File: config.mk
export PLATFORM = sky130hd
export DESIGN_NAME = pipelined_prefix_adder
export DESIGN_NICKNAME = d
export VERILOG_FILES = /design/src/rtl/pipelined_prefix_adder.sv
export SDC_FILE = /design/constraint.sdc
export NUM_CORES = 1
export LEC_CHECK = 0
export ABC_CLOCK_PERIOD_IN_PS = 1800
export BUFFER_PORTS_ARGS = -buffer_cell sky130_fd_sc_hd__buf_2
export CAP_MARGIN = 0
export CORE_MARGIN = 2
export CORE_UTILIZATION = 60
export CTS_CLUSTER_SIZE = 8
export DETAILED_ROUTE_END_ITERATION = 6
export HOLD_SLACK_MARGIN = 0.1
export PLACE_DENSITY_LB_ADDON = 0.08
export SYNTH_ARGS = -nofsm -noshare
export SYNTH_HDL_FRONTEND = slang
export SYNTH_SLANG_ARGS = --single-unit
File: constraint.sdc
create_clock -name clk -period 1.8 [get_ports clk]
set_input_delay 0.09 -clock clk [delete_from_list [all_inputs] [get_ports clk]]
set_output_delay 0.09 -clock clk [all_outputs]
set_load 0.005 [all_outputs]
File: src/rtl/pipelined_prefix_adder.sv
// Pipelined Kogge-Stone adder/subtractor with valid/ready flow control.
// Register cut after every REG_EVERY prefix levels and after the last.
module pipelined_prefix_adder #(
  parameter int WIDTH     = 32,
  parameter int REG_EVERY = 2,
  parameter int TAG_W     = 4
) (
  input  logic             clk,
  input  logic             rst_n,
  input  logic             in_valid,
  output logic             in_ready,
  input  logic [WIDTH-1:0] op_a,
  input  logic [WIDTH-1:0] op_b,
  input  logic             cin,
  input  logic             sub,
  input  logic [TAG_W-1:0] tag_in,
  output logic             out_valid,
  input  logic             out_ready,
  output logic [WIDTH-1:0] sum,
  output logic             cout,
  output logic             ovf,
  output logic             zero,
  output logic             neg,
  output logic [TAG_W-1:0] tag_out
);

  localparam int L = $clog2(WIDTH);

  logic [WIDTH-1:0] w_bx;
  logic             w_c0;
  logic             w_en;
  logic [WIDTH-1:0] r_g;
  logic [WIDTH-1:0] r_p;
  logic             r_c0;
  logic             r_v;
  logic [TAG_W-1:0] r_tag;
  logic [WIDTH-1:0] w_g0;

  assign in_ready = !(out_valid && !out_ready);
  assign w_en     = in_ready;
  assign w_bx     = sub ? ~op_b : op_b;
  assign w_c0     = sub | cin;

  always_ff @(posedge clk or negedge rst_n) begin
    if (!rst_n) begin
      r_v   <= 1'b0;
      r_g   <= '0;
      r_p   <= '0;
      r_c0  <= 1'b0;
      r_tag <= '0;
    end else if (w_en) begin
      r_v <= in_valid;
      if (in_valid) begin
        r_g   <= op_a & w_bx;
        r_p   <= op_a ^ w_bx;
        r_c0  <= w_c0;
        r_tag <= tag_in;
      end
    end
  end

  // C0 folded into bit 0: group G[i:0] is then the carry into bit i+1
  assign w_g0 = {r_g[WIDTH-1:1], r_g[0] | (r_p[0] & r_c0)};

  for (genvar k = 0; k < L; k++) begin : g_lvl
    localparam int D   = 1 << k;
    localparam bit CUT = ((k + 1) % REG_EVERY == 0) || (k + 1 == L);

    logic [WIDTH-1:0] w_gi, w_pi, w_oi;
    logic [WIDTH-1:0] w_gn, w_gq, w_oq;
    logic [TAG_W-1:0] w_ti, w_tq;
    logic             w_ci, w_vi, w_cq, w_vq;

    if (k == 0) begin : g_src
      assign w_gi = w_g0;
      assign w_pi = r_p;
      assign w_oi = r_p;
      assign w_ci = r_c0;
      assign w_vi = r_v;
      assign w_ti = r_tag;
    end else begin : g_src
      assign w_gi = g_lvl[k-1].w_gq;
      assign w_pi = g_lvl[k-1].g_pp.w_pq;
      assign w_oi = g_lvl[k-1].w_oq;
      assign w_ci = g_lvl[k-1].w_cq;
      assign w_vi = g_lvl[k-1].w_vq;
      assign w_ti = g_lvl[k-1].w_tq;
    end

    for (genvar i = 0; i < WIDTH; i++) begin : g_bit
      if (i >= D) begin : g_c
        assign w_gn[i] = w_gi[i] | (w_pi[i] & w_gi[i-D]);
      end else begin : g_t
        assign w_gn[i] = w_gi[i];
      end
    end

    // group propagate is not needed past the last level
    if (k < L - 1) begin : g_pp
      logic [WIDTH-1:0] w_pn, w_pq;
      for (genvar i = 0; i < WIDTH; i++) begin : g_bit
        if (i >= D) begin : g_c
          assign w_pn[i] = w_pi[i] & w_pi[i-D];
        end else begin : g_t
          assign w_pn[i] = w_pi[i];
        end
      end
      if (CUT) begin : g_r
        logic [WIDTH-1:0] r_pq;
        always_ff @(posedge clk or negedge rst_n) begin
          if (!rst_n)    r_pq <= '0;
          else if (w_en) r_pq <= w_pn;
        end
        assign w_pq = r_pq;
      end else begin : g_w
        assign w_pq = w_pn;
      end
    end

    if (CUT) begin : g_r
      logic [WIDTH-1:0] r_gq, r_oq;
      logic [TAG_W-1:0] r_tq;
      logic             r_cq, r_vq;
      always_ff @(posedge clk or negedge rst_n) begin
        if (!rst_n) begin
          r_gq <= '0;
          r_oq <= '0;
          r_tq <= '0;
          r_cq <= 1'b0;
          r_vq <= 1'b0;
        end else if (w_en) begin
          r_gq <= w_gn;
          r_oq <= w_oi;
          r_tq <= w_ti;
          r_cq <= w_ci;
          r_vq <= w_vi;
        end
      end
      assign w_gq = r_gq;
      assign w_oq = r_oq;
      assign w_tq = r_tq;
      assign w_cq = r_cq;
      assign w_vq = r_vq;
    end else begin : g_w
      assign w_gq = w_gn;
      assign w_oq = w_oi;
      assign w_tq = w_ti;
      assign w_cq = w_ci;
      assign w_vq = w_vi;
    end
  end

  logic [WIDTH-1:0] w_gf;
  logic [WIDTH-1:0] w_of;
  logic             w_cf;

  assign w_gf      = g_lvl[L-1].w_gq;
  assign w_of      = g_lvl[L-1].w_oq;
  assign w_cf      = g_lvl[L-1].w_cq;
  assign out_valid = g_lvl[L-1].w_vq;
  assign tag_out   = g_lvl[L-1].w_tq;

  assign sum  = w_of ^ {w_gf[WIDTH-2:0], w_cf};
  assign cout = w_gf[WIDTH-1];
  assign ovf  = w_gf[WIDTH-1] ^ w_gf[WIDTH-2];
  assign zero = (sum == '0);
  assign neg  = sum[WIDTH-1];

endmodule

# == After elaboration in Yosys (flattened, before gate mapping) ==
# Cells that the tools add are included.
# totals
ff_bits,344
inputBits,74
word_cells,408
out_inout_bits,42
# op_classes
muxes,1
n_bitwise,380
n_reduce_logical,5
# op_table
op,count
bitwise AND 1 bit,243
bitwise OR 1 bit,131
XOR 32 bit,2
bitwise AND 32 bit,1
zero test 32 bit,1
two-way mux 32 bit,1
inverter 32 bit,1
zero test 1 bit,2
AND reduction 2 bit,1
logical AND 1 bit,1
inverter 1 bit,1
XOR 1 bit,1

# == Logic depth before layout (Yosys ltp) ==
# Gate-level depths: netlist of run 1.
# depth
ltp_word,6
depth_mapped,7
ltp_nobuf,5

# == Worst setup path after synthesis of run 1 ==
# No wires, ideal clock.
# synth_timing
path_kind,reg2reg
start,register g_lvl[4].g_r.r_vq (netlist: out_valid)
end,register r_p[0] (netlist: g_lvl[0].w_oi[0])
synth_period_minus_slack_ns,1.351
required_time_ns,1.675
t_arrival_ns,1.226
setup_ns,0.125
path_stages_with_launch,7
n_path_buf,2
slack_ns,0.449
cell_sequence,dfrtp_1 > nor2b_1 > buf_6 > inv_6 > nand2_8 > buf_6 > mux2_4
# synth_between
elab_chain_len,3
# synth_rtl
element,line_no,text
start: declaration,123,"logic r_cq, r_vq;"
start signal: assignment,136,r_vq <= w_vi;
logical AND 1 bit,39,assign in_ready = !(out_valid && !out_ready);
inverter 1 bit (no line),n/a,
AND reduction 2 bit (no line),n/a,
end signal: assignment,55,r_p <= op_a ^ w_bx;
end: declaration,33,logic [WIDTH-1:0] r_p;
# Every way passes these cells.
# A chain may end at the register's enable or synchronous reset.

# == Worst setup path in the final report of run 1 ==
# layout_timing
start,register g_lvl[4].g_r.r_gq[7]
end,output zero
# layout_between
elab_chain_len,2
# layout_rtl
element,line_no,text
start: declaration,121,"logic [WIDTH-1:0] r_gq, r_oq;"
start signal: assignment,132,r_gq <= w_gn;
XOR 32 bit,163,"assign sum = w_of ^ {w_gf[WIDTH-2:0], w_cf};"
zero test 32 bit,166,assign zero = (sum == '0);
end: declaration,22,"output logic zero,"
# Every way passes these cells.

==> key figures, run 1 <==
Critical path
  • Crit-path max FO: 2
  • Delay-heaviest family, CP: simple AND/OR/NAND/NOR gates
  • Worst Path Buf+Inv: 1
  • Crit start category: flip-flop
  • Worst Setup End Kind: primary output
  • WS Path Type: flip-flop to primary output
  • Slowest CP cell: nor4_2
  • Worst Path Required: 1.71 ns
  • Critical Path AT: 1.83 ns
  • Reg2Reg Setup Slack: roughly 0.23 ns
  • Worst path max stage delay: between 0.3 and 0.4 ns
  • CP cell instances: xor2_1 -> nor4_2 -> nand4_1 -> nor2_1 -> buf_2

Placement
  • GP Congestion: around 0.85
  • I/O Buffers: about 120
  • Instance area at placement: 0.01537 sq mm
  • Pre-CTS WS: approximately 0.25 ns
  • DPL Wire Length: between 20 and 25 mm

STA
  • Worst slew margin: 0.7063
  • Final worst hold slack: 0.1049 ns
  • Setup violators final: 1
  • Fin crit share: 1.065
  • Setup WS post-layout: -0.1176 ns
  • Worst Max-Slew Pin Slew: roughly 0.44 ns
  • Min cycle time layout: 1.918 ns
  • Slew Viols, Final: 0
  • RSZ-0062 raised after global routing: true
  • TNS Setup: -0.1176 ns
  • Final hold viol count: 0
  • Worst clock skew: roughly 0.015 ns
  • Fmax: 0.5215 GHz

Global route
  • Initial antenna violation count: 0
  • Total grt overflow: 0
  • First-pass GRT wire length: 56.37 mm
  • Gr usage total: 0.2794
  • Vias in the first global route: roughly 11000
  • Largest net degree at the start of global routing: between 90 and 100

Route
  • Number of vias per cell: roughly 5.5
  • Initial DRT Pass Iterations: 5
  • DRT iter0 DRCs: just under 900
  • Detailed-route wire length per cell: around 18 microns
  • Routed Wire Length: about 34 mm
  • Via count: around 11000
  • Residual DRC count: 0
  • Antenna Nets Post-Route: 0

Die
  • Die area: 0.02524 sq mm
  • CORE AREA: approximately 0.024 sq mm
  • Die H: about 160 microns
  • I/O pin total: roughly 120
  • Die W: 158.9 microns
  • Row cnt: 56
  • Effective utilization at floorplan: 0.6113

Yosys
  • Avg Inst Size Synth: around 10 sq um
  • Synth Area in XOR/XNOR: 0.03956
  • Simple-gate share of the synthesized area: 0.1772
  • Asr flop ratio synth: 1.000
  • Synth Instances: ~1400
  • Register area share after synthesis: 0.5634
  • Number of synthesized flops with an enable pin: 0
  • Post-synth top area cell: dfrtp_1
  • Synth Area in Compound Gates: 0.09207
  • Mux cell area share after synthesis: 0.07068
  • Yosys reg bits: between 300 and 400
  • Top-count cell post-synth: nand2_1
  • Post-synth top area share: 0.5634
  • Top cells by area, synth: dfrtp_1, nand2_1, mux2_4, xor2_1, a21oi_1
  • Main synth FF type: dfrtp_1
  • Net Count, Synth: ~1500
  • Yosys cell types: 27
  • Synth warn: 0
  • Largest family of logic cells by synthesized area: simple AND/OR/NAND/NOR gates
  • Mapped cell area: 0.01439 sq mm
  • Commonest cells in the netlist: nand2_1, dfrtp_1, a21oi_1
  • Adder-cell share of the synthesized area: 0.02782

Cells and area
  • Fillers: between 1500 and 2000
  • Layout area overhead: 21.69%
  • Layout cell share with drive strength beyond 1: 0.1692
  • Nets: roughly 1700
  • Ant diodes: 0
  • Final Instance Area: 0.01751 sq mm

Min path
  • Hold Path Class: input pin to flip-flop

CTS
  • Clk_lat worst skew: roughly 0.53 ns
  • CTS max path bufs: 3
  • CTS H-tree lvls: 2
  • Clock Sinks: about 320
  • Worst-path clk slew: 0.05 ns
  • Total CTS buffers: 46
  • Setup Buffers After CTS: 0
  • CTS root buf: clkbuf_16
  • CTS tree: done

Power and ir drop
  • Pwr per Cell Area: between 1500 and 2000 mW/mm^2
  • Maximum vdd drop: approximately 840 uV
  • Final Power: approximately 0.030 W
  • P_leak: roughly 8.6 nW

Status
  • Failing checks: negative setup slack
  • Status: complete, but fails checks

Flow run
  • Max Cap Viol: 0
==> repair_timing <==
action | CTS | global route
resized for setup | 10 | 0
gates cloned | 3 | 0
hold endpoints to repair | 402 | 23
hold buffers | 74 | 1
setup endpoints to repair | 2 | 25
pin swaps | 7 | 1
==> logic make-up after synthesis <==
family	count (synthesis)
flops	324
compound gates	230
buf+inv	74
xor+xnor	65
fa+ha+maj	32
simple gates	631
mux	68
==> through the flow <==
stage,utilization,instances
2_1_floorplan,-,1424
3_3_place_gp,0.6530,1812
3_5_place_dp,0.6530,1812
4_1_cts,0.7451,1939
5_1_grt,0.7439,1938
6_report,0.7439,1938
==> flip-flops by register name, summed over array words and instances, names as in the netlist <==
register	count
g_lvl.g_r.r_gq	96
g_lvl.g_r.r_oq	94
g_lvl.g_pp.g_r.r_pq	46
g_lvl.w_oi	32
r_g	32
g_lvl.g_r.r_tq	8
g_lvl.w_ti	4
tag_out	4
g_lvl.g_r.r_cq	3
g_lvl.g_r.r_vq	2
g_lvl.w_ci	1
g_lvl.w_vi	1
out_valid	1
==> report_power, final <==
part	internal, W	switching [W]	total, W
combinational	0.00421	0.00479	0.00901
sequential	0.0104	0.00310	0.0135
clock	0.00485	0.00280	0.00766
==> metal layers <==
layer	wire, microns	GRT usage	vias up
li1	-	-	5095
met4	431	0.05496	0
met1	16140	0.4201	5311
met3	1862	0.04284	36
met5	0	0	-
met2	15890	0.4389	306
==> worst min-delay path, stage by stage <==
cell	delay, ns
buf_2	0.08
xor2_1	0.14
ha_1	0.15
mux2_4	0.13
==> final cells by class <==
cell class                      count  area, sq um  share of cell area
Clock inverter                      1        30.03            0.001715
Tap cell                          319        399.1             0.02279
Sequential cell                   324         8109              0.4630
Timing Repair Buffer              218         1824              0.1042
Clock buffer                       49         1226             0.07002
Inverter                            1        8.758           0.0005001
Multi-Input combinational cell   1026         5916              0.3378
==> cell usage in the layout, fill, tap and decap left out, drive strengths merged <==
cell	instances
nor4	8
o31ai	15
and3	1
nand2	475
a21oi	100
ha	32
a31oi	1
nor2	89
nand3	2
bufinv	1
inv	1
dfrtp	324
dlygate4sd3	73
o21ai	66
o21a	18
a21o	6
nor2b	27
o211ai	18
nand2b	5
mux2	68
xor2	65
bufbuf	3
a32o	6
nand4	24
buf	142
clkbuf	49
==> worst paths after layout <==
| check | from | depth (start not counted) | to |
|---|---|---|---|
| hold / removal | op_b[28] | 4 | r_g[28] |
| setup reg to reg | out_valid | 6 | g_lvl[3].g_r.r_gq[13] |
| setup / recovery | g_lvl[4].g_r.r_gq[7] | 5 | zero |
| hold reg to reg | tag_out[2] | 2 | tag_out[2] |
| min in group asynchronous | rst_n | 3 | g_lvl[4].g_r.r_oq[2] |
| max in group asynchronous | rst_n | 4 | g_lvl[1].g_r.r_cq |
No activity file was read; power rests on OpenSTA's default activity.
==> run 2: changes to the inputs <==
Settings changed: CTS_BUF_LIST set to sky130_fd_sc_hd__clkbuf_4 sky130_fd_sc_hd__clkbuf_8.
==> run 2 against run 1 <==
  * The run still ends with negative setup slack left
  * Clock power fell by 18%
  * Maximum frequency fell by 1.4%
  * Hold slack got worse by 0.0059 ns
  * Largest cell class unchanged
  * Highest routed layer unchanged
==> key figures, run 2 (same netlist as run 1, synthesis figures left out) <==
Route
  • Antenna Nets Post-Route: 0 (unchanged)
  • Initial DRT Pass Iterations: 5 (unchanged)
  • Number of vias per cell: 5.381 (-3.0%)
  • Routed Wire Length: 34.55 mm (+0.67%)
  • Residual DRC count: 0 (unchanged)
  • Via count: 10816 (+0.63%)
  • DRT iter0 DRCs: 886 (-0.89%)
  • Detailed-route wire length per cell: 17.19 microns (-2.9%)

Power and ir drop
  • Final Power: 0.02888 W (-4.1%)
  • Maximum vdd drop: 873.8 uV (+3.7%)
  • Pwr per Cell Area: 1636 mW/mm^2 (-4.9%)
  • P_leak: 8.737 nW (+1.4%)

STA
  • Slew Viols, Final: 0 (unchanged)
  • Final hold viol count: 0 (unchanged)
  • Worst Max-Slew Pin Slew: 0.4528 ns (+0.01228 ns)
  • Min cycle time layout: 1.945 ns (+0.02715 ns)
  • Worst clock skew: 0.01339 ns (-0.001244 ns)
  • RSZ-0062 raised after global routing: true
  • Fin crit share: 1.080 (+0.01509)
  • Setup violators final: 1 (unchanged)
  • Setup WS post-layout: -0.1448 ns (-0.02715 ns)
  • Worst slew margin: 0.6982 (-0.008185)
  • Fmax: 0.5142 GHz (-1.4%)

Critical path
  • Critical Path AT: 1.85 ns (+0.02 ns)
  • Worst Setup End Kind: primary output
  • Worst Path Required: 1.71 ns (about the same)
  • WS Path Type: flip-flop to primary output
  • Crit-path max FO: 2 (unchanged)
  • Worst path max stage delay: 0.41 ns (+0.02 ns)
  • CP cell instances: xor2_2 -> nor4_2 -> nand4_1 -> nor2_1 -> buf_2
  • Worst Path Buf+Inv: 1 (unchanged)
  • Slowest CP cell: dfrtp_1
  • Crit start category: flip-flop
  • Delay-heaviest family, CP: simple AND/OR/NAND/NOR gates

Placement
  • GP Congestion: 0.8526 (unchanged)
  • Instance area at placement: 0.01537 sq mm (unchanged)
  • I/O Buffers: 115 (unchanged)
  • DPL Wire Length: 22.46 mm (unchanged)
  • Pre-CTS WS: 0.2501 ns (unchanged)
  • Cells after DPL: 1812 (unchanged)

CTS
  • CTS H-tree lvls: 2 (unchanged)
  • Total CTS buffers: 51 (+11%)
  • Clock Sinks: 324 (unchanged)
  • Clk_lat worst skew: 0.55 ns (+0.02 ns)
  • CTS tree: done
  • Worst-path clk slew: 0.06 ns (about the same)
  • CTS max path bufs: 3 (unchanged)
  • CTS root buf: clkbuf_8

Die
  • Effective utilization at floorplan: 0.6113 (unchanged)
  • CORE AREA: 0.02354 sq mm (unchanged)
  • Die area: 0.02524 sq mm (unchanged)
  • Die H: 158.9 microns (unchanged)
  • I/O pin total: 116 (unchanged)
  • Row cnt: 56 (unchanged)
  • Die W: 158.9 microns (unchanged)

Cells and area
  • Biggest regs: g_lvl.g_r.r_gq: 96 flops, g_lvl.g_r.r_oq: 94 flops, g_lvl.g_pp.g_r.r_pq: 46 flops
  • Layout area overhead: 22.68%
  • Layout cell share with drive strength beyond 1: 0.1869 (+0.01763)
  • Ant diodes: 0 (unchanged)
  • Nets: 1762 (+2.3%)
  • Final Instance Area: 0.01766 sq mm (+0.81%)
  • Max reg flops: 96 (unchanged)
  • Final Util: 0.7499 (+0.006059)
  • Fin cells: 2010 (+3.7%)
  • Largest Register: g_lvl.g_r.r_gq
  • Commonest non-fill, non-tap cell in the layout: nand2_1
  • Most frequent cells in the layout: nand2_1, dfrtp_1, buf_2, dlygate4sd3_1, a21oi_1

Global route
  • Gr usage total: 0.2800 (+0.0006029)
  • First-pass GRT wire length: 57.16 mm (+1.4%)
  • Vias in the first global route: 10928 (+2.7%)
  • Largest net degree at the start of global routing: 94 (unchanged)
  • Total grt overflow: 0 (unchanged)
  • Initial antenna violation count: 0 (unchanged)

Min path
  • Hold Path Class: input pin to flip-flop

Flow run
  • Max Cap Viol: 0 (unchanged)

Status
  • Status: complete, but fails checks
  • Failing checks: negative setup slack
-- run 2: timing repair --
action | CTS | global route
gates resized for setup | 8 | 1
pin swaps | 5 | 2
cloned | 4 | 0
endpoints found under the setup margin | 2 | 2
endpoints found under the hold margin | 402 | 0
buffers inserted | 0 | 5
hold buffers | 101 | 0
-- run 2: cell type report --
cell class / count / area [sq um]
Fill cell: 1680 / 5887
Clock buffer: 88 / 1049
Timing Repair Buffer: 252 / 2182
Tap cell: 319 / 399.1
Inverter: 1 / 8.758
Sequential cell: 324 / 8108
Multi-Input combinational cell: 1026 / 5909
-- run 2: worst reg2reg max path, cell delays in order, from the launching register on --
cell and delay [ns]:
dfrtp_1 0.34, nor2b_4 0.18, clkinv_4 0.08, buf_4 0.17, nand2_8 0.22, buf_4 0.23, mux2_2 0.34
-- run 2: path summary, 6_finish.rpt --
kind | start | endpoint | slack (ns) | cells after the start
worst min-delay path | op_b[30] | g_lvl[0].w_oi[30] | 0.1 | 4
max in group asynchronous | rst_n | g_lvl[4].g_r.r_gq[18] | 0.49 | 4
worst min register to register | g_lvl[3].g_r.r_vq | g_lvl[3].g_r.r_vq | 0.46 | 2
worst max-delay path | g_lvl[4].g_r.r_gq[26] | zero | -0.14 | 5
min in group asynchronous | rst_n | g_lvl[4].g_r.r_oq[2] | 0.60 | 3
worst max register to register | out_valid | g_lvl[0].w_ti[3] | 0.11 | 6
-- run 2: per-layer routing --
metal | vias up | track usage | part of all wire
met4 | 0 | 0.06901 | 0.014
met3 | 39 | 0.03579 | 0.047
li1 | 5218 | - | -
met5 | - | 0 | 0
met1 | 5262 | 0.4242 | 0.48
met2 | 297 | 0.4347 | 0.46
-- run 2: power by group --
| group | switching, W | total, W | internal (W) |
|---|---|---|---|
| combinational | 0.00482 | 0.00919 | 0.00437 |
| sequential | 0.00308 | 0.0134 | 0.0103 |
| clock | 0.00266 | 0.00627 | 0.00361 |
| total | 0.0106 | 0.0289 | 0.0183 |
-- run 2: metrics by stage --
stage / TNS, ns / hold WS (ns)
2_1_floorplan: 0 / -0.2056
3_3_place_gp: 0 / 0.04343
3_5_place_dp: 0 / 0.04209
4_1_cts: -0.1670 / 0.1015
5_1_grt: -0.2684 / 0.1247
6_report: -0.1448 / 0.09896
==> run 3: changes to the inputs <==
Settings changed: CORE_MARGIN 2 to unset.
==> run 3 against run 2 <==
  * The flow still finishes with violations (negative setup slack)
  * Power down 2.2%
  * Non-clock buffer count down 8
  * Final cell count down 0.90%
  * Combinational power down 2.7%
  * Clock-buffer cell count down 13
  * Utilization down 0.89 points
  * First-iteration DRC count down 7.8%
  * Cell area down 1.5%
  * Hold slack better by 0.017 ns
  * Clock skew up 0.0063 ns
  * Flip-flop and latch count unchanged
  * Critical endpoint unchanged
  * Largest cell class unchanged
  * Highest routed layer unchanged
==> key figures, run 3 (same netlist as run 1, synthesis figures left out) <==
Die
  • Row cnt: 56 (unchanged)
  • Die W: 156.9 microns (-1.3%)
  • Die area: 0.02461 sq mm (-2.5%)
  • Die H: 156.9 microns (-1.3%)
  • Effective utilization at floorplan: 0.6131 (+0.001825)
  • CORE AREA: 0.02347 sq mm (-0.30%)
  • I/O pin total: 116 (unchanged)

Power and ir drop
  • Sw Share: 0.3731 (+0.007373)
  • Comb power frac: 0.316 (-0.002)
  • Clk network pwr share: 0.210 (-0.007)
  • P_leak: 8.563 nW (-2.0%)
  • Pint: 0.01771 W (-3.3%)
  • Maximum vdd drop: 711.2 uV (-19%)
  • Net Sw Power: 0.01054 W (-0.20%)
  • Pwr per Cell Area: 1624 mW/mm^2 (-0.70%)
  • Final Power: 0.02825 W (-2.2%)
  • Sequential Power Share: 0.474 (+0.009)

Critical path
  • WS Path Type: flip-flop to primary output
  • Critical Path AT: 1.88 ns (+0.03 ns)
  • Crit start category: flip-flop
  • Worst-case reg-to-reg path depth: 6 (unchanged)
  • Worst Setup End Kind: primary output
  • Reg2reg end: g_lvl[0].w_ci
  • Crit-path max FO: 2 (unchanged)
  • Worst Path Required: 1.71 ns (about the same)
  • Reg2Reg Setup Slack: 0.16 ns (+0.05 ns)
  • R2r startpoint: out_valid

Global route
  • Gr usage total: 0.2999 (+0.01991)
  • First-pass GRT wire length: 56.54 mm (-1.1%)
  • Initial antenna violation count: 0 (unchanged)
  • Total grt overflow: 0 (unchanged)
  • Vias in the first global route: 10945 (+0.16%)
  • Largest net degree at the start of global routing: 116 (+23%)

Placement
  • I/O Buffers: 115 (unchanged)
  • Instance area at placement: 0.01533 sq mm (-0.26%)
  • Cells after DPL: 1810 (-0.11%)
  • DPL Wire Length: 22.33 mm (-0.57%)
  • GP Congestion: 0.8292 (-2.7%)

STA
  • Slew Viols, Final: 0 (unchanged)
  • Worst Max-Slew Pin Slew: 0.4645 ns (+0.01168 ns)
  • Setup violators final: 1 (unchanged)
  • RSZ-0062 raised after global routing: true
  • Fin crit share: 1.097 (+0.01622)
  • Fmax: 0.5066 GHz (-1.5%)
  • Setup WS post-layout: -0.1740 ns (-0.02920 ns)
  • Min cycle time layout: 1.974 ns (+0.02920 ns)
  • Worst slew margin: 0.6893 (-0.008836)
  • Final hold viol count: 0 (unchanged)
  • Worst clock skew: 0.01969 ns (+0.006301 ns)

Cells and area
  • Layout cell share with drive strength beyond 1: 0.1781 (-0.008749)
  • Storage element area: 0.008109 sq mm (about the same)
  • Layout area overhead: 20.87%
  • Final Instance Area: 0.01739 sq mm (-1.5%)
  • Largest Register: g_lvl.g_r.r_gq
  • Biggest regs: g_lvl.g_r.r_gq: 96 flops, g_lvl.g_r.r_oq: 94 flops, g_lvl.g_pp.g_r.r_pq: 46 flops
  • Max reg flops: 96 (unchanged)
  • Nets: 1754 (-0.45%)
  • Multi-input logic area: 0.005929 sq mm (+0.34%)
  • Ant diodes: 0 (unchanged)
  • Most frequent cells in the layout: nand2_1, dfrtp_1, buf_2, dlygate4sd3_1, a21oi_1
  • Fillers: 1671 (-0.54%)
  • Fin cells: 1992 (-0.90%)
  • Commonest non-fill, non-tap cell in the layout: nand2_1

CTS
  • Worst-path clk slew: 0.06 ns (about the same)
  • Total CTS buffers: 50 (-2.0%)
  • CTS H-tree lvls: 2 (unchanged)
  • Clock Sinks: 324 (unchanged)
  • CTS root buf: clkbuf_8
  • CTS max path bufs: 3 (unchanged)
  • CTS tree: done
  • Clk_lat worst skew: 0.57 ns (+0.02 ns)

Min path
  • Hold endpoint: r_g[5]
  • Hold Path Class: input pin to flip-flop
  • Hold depth: 4 (unchanged)
  • Hold Startpoint: op_b[5]

Route
  • Initial DRT Pass Iterations: 4 (-1)
  • Residual DRC count: 0 (unchanged)
  • Detailed-route wire length per cell: 17.59 microns (+2.3%)
  • Routed Wire Length: 35.05 mm (+1.4%)
  • Antenna Nets Post-Route: 0 (unchanged)
  • Via count: 10802 (-0.13%)
  • DRT iter0 DRCs: 817 (-7.8%)
  • Number of vias per cell: 5.423 (+0.77%)

Status
  • Failing checks: negative setup slack
  • Status: complete, but fails checks

Flow run
  • Max Cap Viol: 0 (unchanged)
==> run 3: cell types whose count changed in the layout (fill, tap and decap cells not counted), sizes merged <==
cell,previous run,this run
buf,147,142
clkbuf,88,75
bufbuf,4,0
inv,0,1
nand2,475,476
clkinvlp,0,1
dlygate4sd3,101,102
==> run 3: through the flow <==
step | util | hold slack (ns) | TNS (ns) | worst slack (ns)
after floorplan | - | -0.2056 | 0 | 0.4488
after detailed placement | 0.6533 | 0.09193 | 0 | 0.2436
final | 0.7410 | 0.1159 | -0.1740 | -0.1740
after CTS | 0.7399 | 0.1028 | -0.1711 | -0.1711
after global routing | 0.7410 | 0.1144 | -0.2537 | -0.2537
after global placement | 0.6533 | 0.09046 | 0 | 0.2744
==> run 3: final cells by class <==
| class | instances | area share |
|---|---|---|
| clock buffers | 75 | 0.05395 |
| clock inverters | 2 | 0.0007193 |
| inverters | 1 | 0.0005035 |
| multi-input cells | 1027 | 0.3409 |
| flip-flops and latches | 324 | 0.4662 |
| well taps | 319 | 0.02295 |
| repair buffers | 244 | 0.1148 |
==> run 3: worst max-delay path by stage <==
stage	startpoint	to	slack (ns)
6_report	g_lvl[4].g_r.r_oq[8]	zero	-0.17
5_1_grt	g_lvl[4].g_r.r_oq[8]	zero	-0.25
3_3_place_gp	out_valid	g_lvl[1].g_pp.g_r.r_pq[4]	0.27
4_1_cts	g_lvl[4].g_r.r_gq[21]	zero	-0.17
3_5_place_dp	out_valid	g_lvl[4].g_r.r_gq[20]	0.24
2_1_floorplan	out_valid	g_lvl[0].w_oi[0]	0.45
==> run 3: critical path, stage by stage, from the launching register on <==
cell and delay (ns):
dfrtp_1 0.41, xor2_2 0.21, nor4_4 0.36, nand4_1 0.13, nor2_1 0.10, buf_2 0.11
==> run 3: layer usage <==
layer  wire (microns)  vias to the layer above  GRT usage
li1                 -                     5156          -
met1            16030                     5276     0.4352
met2            16520                      323     0.4743
met3             1969                       47    0.04846
met4              522                        0    0.07236
met5                0                        -          0
==> run 3: power groups by stage <==
stage                     logic (W)  clock network [W]  registers (W)
after floorplan             0.00615                  0         0.0121
after global placement      0.00814                  0         0.0133
after detailed placement    0.00843                  0         0.0134
after CTS                   0.00887            0.00603         0.0133
after global routing         0.0101            0.00636         0.0137
final                       0.00894            0.00592         0.0134
==> run 3: what timing repair did <==
action | CTS | global route
gates resized for setup | 7 | 1
cloned | 0 | 1
setup endpoints to repair | 1 | 2
buffers inserted | 0 | 1
pin swaps | 4 | 5
hold endpoints to repair | 419 | 0
hold buffers | 103 | 0
